<file path="src/rtl/audio_sample_feeder.sv">
// Pops stereo codec samples, mixes them to mono and decimates by DECIM for wave_drawer.
// Define AUDIO_FEEDER_GAIN_EN to add a saturating left-shift gain stage (gain_shift port).
module audio_sample_feeder #(
  parameter int unsigned WIDTH = 24,
  parameter int unsigned DECIM = 4
) (
  input  logic             clk,
  input  logic             reset,
  input  logic             read_ready,
  input  logic [WIDTH-1:0] readdata_left,
  input  logic [WIDTH-1:0] readdata_right,
`ifdef AUDIO_FEEDER_GAIN_EN
  input  logic [2:0]       gain_shift,
`endif
  input  logic             freeze,
  output logic             read,
  output logic [WIDTH-1:0] wave_signal,
  output logic             enable
);

  typedef enum logic [1:0] {StIdle, StRead, StProc} state_e;

  state_e           state_q, state_d;
  logic             read_q, read_d;
  logic             enable_q, enable_d;
  logic [WIDTH-1:0] wave_q, wave_d;
  logic [WIDTH-1:0] left_q, left_d;
  logic [WIDTH-1:0] right_q, right_d;
  logic [7:0]       cnt_q, cnt_d;
  logic [WIDTH:0]   sum;
  logic [WIDTH-1:0] mono;
  logic [WIDTH-1:0] mono_out;
  logic             cnt_hit;

  // One extra bit of headroom makes the sum exact; dropping bit 0 floors toward -inf.
  assign sum  = {left_q[WIDTH-1], left_q} + {right_q[WIDTH-1], right_q};
  assign mono = WIDTH'(sum >> 1);

`ifdef AUDIO_FEEDER_GAIN_EN
  localparam logic signed [WIDTH+7:0] SatMax = {9'b0, {(WIDTH-1){1'b1}}};
  localparam logic signed [WIDTH+7:0] SatMin = {9'h1ff, {(WIDTH-1){1'b0}}};

  logic signed [WIDTH+7:0] gained;

  assign gained = $signed({{8{mono[WIDTH-1]}}, mono}) <<< gain_shift;

  always_comb begin
    mono_out = gained[WIDTH-1:0];
    if (gained > SatMax) begin
      mono_out = SatMax[WIDTH-1:0];
    end else if (gained < SatMin) begin
      mono_out = SatMin[WIDTH-1:0];
    end
  end
`else
  assign mono_out = mono;
`endif

  assign cnt_hit = (cnt_q == 8'(DECIM - 1));

  always_comb begin
    state_d  = state_q;
    read_d   = 1'b0;
    enable_d = 1'b0;
    wave_d   = wave_q;
    left_d   = left_q;
    right_d  = right_q;
    cnt_d    = cnt_q;
    case (state_q)
      StIdle: begin
        if (read_ready) begin
          state_d = StRead;
          read_d  = 1'b1;
        end
      end
      StRead: begin
        left_d  = readdata_left;
        right_d = readdata_right;
        state_d = StProc;
      end
      StProc: begin
        // Counter advances even while frozen so decimation phase is kept.
        cnt_d = cnt_hit ? 8'd0 : cnt_q + 8'd1;
        if (cnt_hit && !freeze) begin
          wave_d   = mono_out;
          enable_d = 1'b1;
        end
        state_d = StIdle;
      end
      default: state_d = StIdle;
    endcase
  end

  always_ff @(posedge clk or negedge reset) begin
    if (!reset) begin
      state_q  <= StIdle;
      read_q   <= 1'b0;
      enable_q <= 1'b0;
      wave_q   <= '0;
      left_q   <= '0;
      right_q  <= '0;
      cnt_q    <= 8'd0;
    end else begin
      state_q  <= state_d;
      read_q   <= read_d;
      enable_q <= enable_d;
      wave_q   <= wave_d;
      left_q   <= left_d;
      right_q  <= right_d;
      cnt_q    <= cnt_d;
    end
  end

  assign read        = read_q;
  assign enable      = enable_q;
  assign wave_signal = wave_q;

endmodule

</file>
<file path="config.mk">
export PLATFORM = sky130hd
export DESIGN_NAME = audio_sample_feeder
export DESIGN_NICKNAME = d
export VERILOG_FILES = /design/src/rtl/audio_sample_feeder.sv
export SDC_FILE = /design/constraint.sdc
export NUM_CORES = 1
export LEC_CHECK = 0
export BUFFER_PORTS_ARGS = -buffer_cell sky130_fd_sc_hd__buf_2
export CAP_MARGIN = 20
export CORE_ASPECT_RATIO = 1.1
export CORE_MARGIN = 3
export CORE_UTILIZATION = 40
export DETAILED_ROUTE_END_ITERATION = 16
export SLEW_MARGIN = 20
export SYNTH_ARGS = -nofsm -noshare
export SYNTH_HDL_FRONTEND = slang
export SYNTH_SLANG_ARGS = --single-unit
</file>
<file path="constraint.sdc">
create_clock -name clk -period 5.5 [get_ports clk]
set_input_delay 0 -clock clk [delete_from_list [all_inputs] [get_ports clk]]
set_output_delay 0 -clock clk [all_outputs]
set_load 0.02 [all_outputs]
</file>
==> qor.yml, run 1 <==
worst_setup_path:
  cp-end-kind: "flop"
  cp.arrival_ns: 2.63
  crit_type: "flop to flop"
  cp-start-kind: "flop"
  critical_path.max_fanout: 3
  critical_path_required_ns: 5.70
synth:
  syn-num-nets: 475
  syn-instance-count: 398
  ys_ff_latch: 84
  avgSynthCellArea_um2: 11.18
  ys_types: 53
  synth_area_um2: 4449
  yosysSeqAreaShare_pct: 47.24
  yosys_warnings: 0
finish:
  diodes: 0
  multi_input_area_um2: 2222
  seqCellArea_um2: 2102
  layout_common_cells: "84 x dfrtp_1, 76 x buf_2, 53 x mux2_2, 50 x dlygate4sd3_1, 35 x nand2_1"
  nets: 598
  final_common_cell: "dfrtp_1"
  nFillCells: 955
  syn_to_final_growth_pct: 28.66
  drive_gt1_share_pct: 30.29
min_path:
  min_path_type: "primary input to async pin"
outcome:
  status: "finished clean"
grt:
  grt_max_degree: 85
  grt_util_met1_pct: 22.31
  gr-usage-met3_pct: 3.648
  grt_remaining_overflow: 0
  use_met2_pct: 24.98
  gr-max-usage-layer: "met2"
  antenna_found_initial: 0
  grt_pass1_vias: 3379
  grt_pass1_wl_mm: 15.95
  grtUsageTotal_pct: 16.16
detailed_routing:
  num_vias: 3323
  wl_mm: 9.391
  viasPerCell: 4.975
  postRouteAntennaNets: 0
  dr.pass1.iters: 4
  wire_per_inst_um: 14.06
  drc: 0
  drt_iter0_drc: 194
timing:
  finalSetupViolCount: 0
  setup_ws_ns: 3.077
  skew_ns: 0.006133
  slew_headroom_pct: 48.74
  grt_setup_unrepaired: "false"
  fmax_ghz: 0.4127
  post-route-min-period_ns: 2.423
  period_share_pct: 44.06
  hold_viol: 0
  slew_violations: 0
  worstMarginPinSlew_ns: 0.7689
  tns_ns: 0
cts:
  post_cts_buffers: 0
  path_clk_slew_ns: 0.06
  cts_resized: 0
  cts_num_sinks: 84
  cts_tree: "yes"
  cts_buffers: 9
  clock_path_buffers: 2
  clock_latency_ns: 0.34
  cts.root.buffer_cell: "clkbuf_16"
  htreeDepth: 3
placement:
  io_buffers: 77
  pre_cts_ws_ns: 3.069
  place_congestion: 0.8421
  place_hpwl_mm: 6.812
floorplan:
  die_area_um2: 12430
  die_w_um: 106.6
  rows: 39
  io_pins: 78
  core_area_um2: 10640
  start_util_pct: 41.83
  die_h_um: 116.6
power_and_ir_drop:
  power_mw: 3.145
  power_density_nw_per_um2: 549.5
  power_leakage_nw: 2.688
  vdd_drop_max_uv: 200.4
job:
  max-cap-violations: 0
## synth_stat cells (all sizes together)
cell	number	area (um^2)
dfrtp	84	2102
mux2	53	596.8
nand2	35	131.4
o21ai	32	160.1
a21oi	24	127.6
ha	24	300.3
nor2	14	55.06
xnor2	14	122.6
a21o	13	97.59
buf	11	83.82
xor2	11	96.34
nand4	9	56.30
inv	8	30.03
and3	7	48.80
nor3	6	35.03
a211oi	5	47.54
clkbuf	5	18.77
nand3	5	25.02
nand2b	4	25.02
o31ai	4	30.03
a21boi	3	22.52
and2	3	20.02
a31oi	2	12.51
and4	2	18.77
nand3b	2	15.01
nor3b	2	15.01
o221ai	2	23.77
or3	2	12.51
a22oi	1	7.510
a32oi	1	8.760
and2b	1	7.510
fa	1	20.02
nand4bb	1	11.26
nor2b	1	6.260
o211ai	1	7.510
o21a	1	7.510
o21ba	1	10.01
o21bai	1	7.510
o2bb2ai	1	8.760
o41ai	1	16.27
## through the flow
stage / hold WS [ns] / std cells / instance area [um^2] / util [%]
after floorplan: -0.2956 / 398 / 4449 / -
after global placement: 0.2334 / 603 / 4923 / 46.28
after detailed placement: 0.2355 / 603 / 4923 / 46.28
after CTS: 0.3753 / 668 / 5715 / 53.73
after global routing: 0.3594 / 668 / 5724 / 53.81
final: 0.2498 / 668 / 5724 / 53.81
## state kept, by name (all words and copies together) (netlist names)
name	cells
cnt_q	8
enable	1
left_q	24
read	1
right_q	24
state_q	2
wave_signal	24
## layer usage
metal | wire length (um) | up-vias | part of all wire, %
li1 | - | 1684 | -
met1 | 4618 | 1557 | 49
met2 | 4186 | 70 | 45
met3 | 432 | 12 | 4.6
met4 | 154 | 0 | 1.6
met5 | 0 | - | 0
## cell type report
type | count | share of cell area, %
multi-input cells | 290 | 38.82
flip-flops and latches | 84 | 36.72
repair buffers | 128 | 15.72
clock buffers | 10 | 4.175
well taps | 143 | 3.126
clock inverters | 5 | 0.9180
inverters | 8 | 0.5246
## final timing paths
check | from | to | slack [ns] | cells past startpoint
min reg2reg | cnt_q[7]$_DFFE_PN0P_ | cnt_q[7]$_DFFE_PN0P_ | 0.47 | 1
max | left_q[0]$_DFFE_PN0N_ | wave_signal[21]$_DFFE_PN0P_ | 3.08 | 9
min | reset | right_q[7]$_DFFE_PN0N_ | 0.25 | 2
min in group clk | freeze | wave_signal[6]$_DFFE_PN0P_ | 0.38 | 4
max reg2reg | left_q[0]$_DFFE_PN0N_ | wave_signal[21]$_DFFE_PN0P_ | 3.08 | 9
max in group asynchronous | reset | left_q[2]$_DFFE_PN0N_ | 4.69 | 2
## kinds of logic (layout without fill, tap and decap cells)
logic type / after synthesis / in the layout / share of synthesized area (%)
mux: 53 / 53 / 13.41
fa+ha+maj: 25 / 25 / 7.199
flops: 84 / 84 / 47.24
xor+xnor: 25 / 25 / 4.921
simple gates: 94 / 94 / 10.85
buf+inv: 24 / 151 / 2.981
compound gates: 93 / 93 / 13.39
## critical path, cell delays in order (launching register included)
cell	delay, ns
dfrtp_1	0.38
and2_1	0.17
fa_1	0.40
a21oi_1	0.30
o221ai_2	0.17
a21oi_2	0.19
nor3_2	0.08
o41ai_2	0.34
xor2_1	0.18
o21ai_1	0.07
## what timing repair did
action	CTS	global route
endpoints found under the hold margin	134	0
hold buffers	50	0
endpoints found under the setup margin	0	0
## where the power goes
group / total (mW) / leakage (nW) / internal (mW) / switching, mW
registers: 0.963 / 1.01 / 0.836 / 0.127
clock network: 0.591 / 0.144 / 0.359 / 0.232
logic: 1.59 / 1.54 / 0.696 / 0.895
No activity file was read; power rests on OpenSTA's default activity.
==> inputs of run 2 (changes only) <==
Clock period 5.5 ns to 2.04 ns, I/O delays scaled along.
==> run 2 against run 1 <==
The flow now finishes with violations (setup timing); clock power grew to 2.6 times the previous value; final cell count grew 6.6%; via count grew 7.3%; core utilization grew 5.4 points; sequential share of layout area shrank 3.4 points; fmax grew 12%; hold slack lost 0.11 ns; power grew to 3.1 times the previous value; critical endpoint unchanged; largest power group unchanged.
==> qor.yml, run 2 (synthesis gave the netlist of run 1 again) <==
detailed_routing:
  viasPerCell: 5.008
  dr.pass1.iters: 4
  drt_iter0_drc: 125
  wl_mm: 10.22
  drc: 0
  postRouteAntennaNets: 0
  num_vias: 3566
  wire_per_inst_um: 14.35
power_and_ir_drop:
  pwr-share-comb_pct: 56.7
  switchingPower_mw: 3.759
  vdd_drop_max_uv: 550.0
  sw_frac_of_total_pct: 38.86
  power_density_nw_per_um2: 1536
  p_seq_share_pct: 27.3
  internal-power_mw: 5.916
  power_frac_clock_pct: 16.0
  power_leakage_nw: 2.919
timing:
  setup_ws_ns: -0.1296
  worstMarginPinSlew_ns: 0.3972
  slew_violations: 0
  finalSetupViolCount: 4
  slew_headroom_pct: 73.52
  skew_ns: 0.006936
  grt_setup_unrepaired: "true"
  hold_viol: 0
  tns_ns: -0.2680
  fmax_ghz: 0.4609
  period_share_pct: 106.4
  post-route-min-period_ns: 2.170
finish:
  drive_gt1_share_pct: 41.12
  syn_to_final_growth_pct: 41.59
  final_common_cell: "dfrtp_1"
  final_area_um2: 6300
  nets: 641
  layout_common_cells: "84 x dfrtp_1, 76 x buf_2, 53 x mux2_2, 50 x dlygate4sd3_1, 41 x buf_4"
  diodes: 0
floorplan:
  core_area_um2: 10640
  die_area_um2: 12430
  rows: 39
  start_util_pct: 41.83
  die_w_um: 106.6
  die_h_um: 116.6
  io_pins: 78
cts:
  htreeDepth: 3
  cts.root.buffer_cell: "clkbuf_16"
  cts_num_sinks: 84
  clock_path_buffers: 2
  cts_tree: "yes"
  clock_latency_ns: 0.33
  path_clk_slew_ns: 0.06
  cts_buffers: 9
worst_setup_path:
  slowest_delay_ns: 0.38
  critical_path_required_ns: 2.25
  crit_type: "flop to flop"
  r2r_slack_ns: -0.13
  cp-start-kind: "flop"
  path_buf_inv: 0
  cp.arrival_ns: 2.38
  cp_cell_sequence: "and2_4 > fa_2 > a21oi_4 > o221ai_2 > a21oi_2 > nor3_2 > o41ai_2 > xor2_1 > o21ai_1"
  critical_path.max_fanout: 3
  critPathTopFamily: "compound AO/OA/AOI/OAI gates"
  worst_path_max_delay_cell: "dfrtp_1"
  cp-end-kind: "flop"
placement:
  place_hpwl_mm: 7.393
  dpl_cell_area_um2: 5255
  place_congestion: 0.8539
  io_buffers: 77
  pre_cts_ws_ns: -0.2074
grt:
  antenna_found_initial: 0
  grt_max_degree: 49
  grt_pass1_vias: 3669
  grt_remaining_overflow: 0
  grtUsageTotal_pct: 17.47
  grt_pass1_wl_mm: 17.37
min_path:
  min_path_type: "primary input to async pin"
outcome:
  status: "finished with violations"
  failed_checks: "setup timing"
job:
  max-cap-violations: 0
## run 2: changes by cell type in the layout (fill, tap and decap cells not counted), moves of 3 or more
cell | previous run | this run
o21ai_2 | 0 | 3
ha_1 | 24 | 16
xnor2_2 | 0 | 3
a21oi_2 | 2 | 5
ha_4 | 0 | 6
o21ai_0 | 11 | 8
a21oi_4 | 0 | 3
buf_4 | 1 | 41
a21oi_1 | 22 | 16
xnor2_1 | 14 | 11
## run 2: worst paths after layout
path | startpoint | end | cells after the start
worst max register to register | left_q[0]$_DFFE_PN0N_ | wave_signal[21]$_DFFE_PN0P_ | 9
min in group clk | freeze | enable$_DFF_PN0_ | 3
worst max-delay path | left_q[0]$_DFFE_PN0N_ | wave_signal[21]$_DFFE_PN0P_ | 9
max in group asynchronous | reset | right_q[20]$_DFFE_PN0N_ | 3
worst min-delay path | reset | cnt_q[3]$_DFFE_PN0P_ | 2
worst min register to register | wave_signal[0]$_DFFE_PN0P_ | wave_signal[0]$_DFFE_PN0P_ | 2
## run 2: what timing repair did
action | 4_1_cts | 5_1_grt
hold endpoints to repair | 108 | 0
pin swaps | 11 | 10
hold buffers | 50 | 0
gates resized for setup | 19 | 22
buffers inserted | 1 | 2
setup endpoints to repair | 11 | 14
## run 2: power by group through the flow
stage	logic (mW)	clock network (mW)	registers, mW
floorplan	2.97	0	2.84
global placement	4.75	0	2.60
detailed placement	4.80	0	2.63
CTS	5.16	1.59	2.62
global route	6.05	1.66	2.73
finish	5.48	1.55	2.64
## run 2: worst register-to-register path: stages (launching register included)
cell and delay [ns]:
dfrtp_1 0.38, and2_4 0.16, fa_2 0.36, a21oi_4 0.19, o221ai_2 0.15, a21oi_2 0.18, nor3_2 0.09, o41ai_2 0.26
xor2_1 0.20, o21ai_1 0.08
## run 2: final cells by class
cell class | count | area, um^2
Tap cell | 143 | 178.9
Fill cell | 950 | 4338
Inverter | 8 | 30.03
Clock inverter | 3 | 20.02
Clock buffer | 13 | 270.3
Multi-Input combinational cell | 290 | 2447
Timing Repair Buffer | 171 | 1251
Sequential cell | 84 | 2102
## run 2: stage by stage
stage	power [mW]	hold slack (ns)	cells	utilization (%)
final	9.675	0.1401	712	59.22
after global routing	10.44	0.1721	712	59.22
after CTS	9.373	0.1419	710	57.89
after detailed placement	7.432	-0.04107	643	49.40
after global placement	7.356	-0.04253	643	49.40
after floorplan	5.815	-0.2956	398	-
## run 2: metal layers
layer | vias up | GRT usage, % | wire, um
li1 | 1770 | - | -
met1 | 1710 | 22.12 | 4498
met2 | 72 | 30.18 | 5150
met3 | 14 | 3.759 | 430
met4 | 0 | 5.286 | 141
met5 | - | 0 | 0
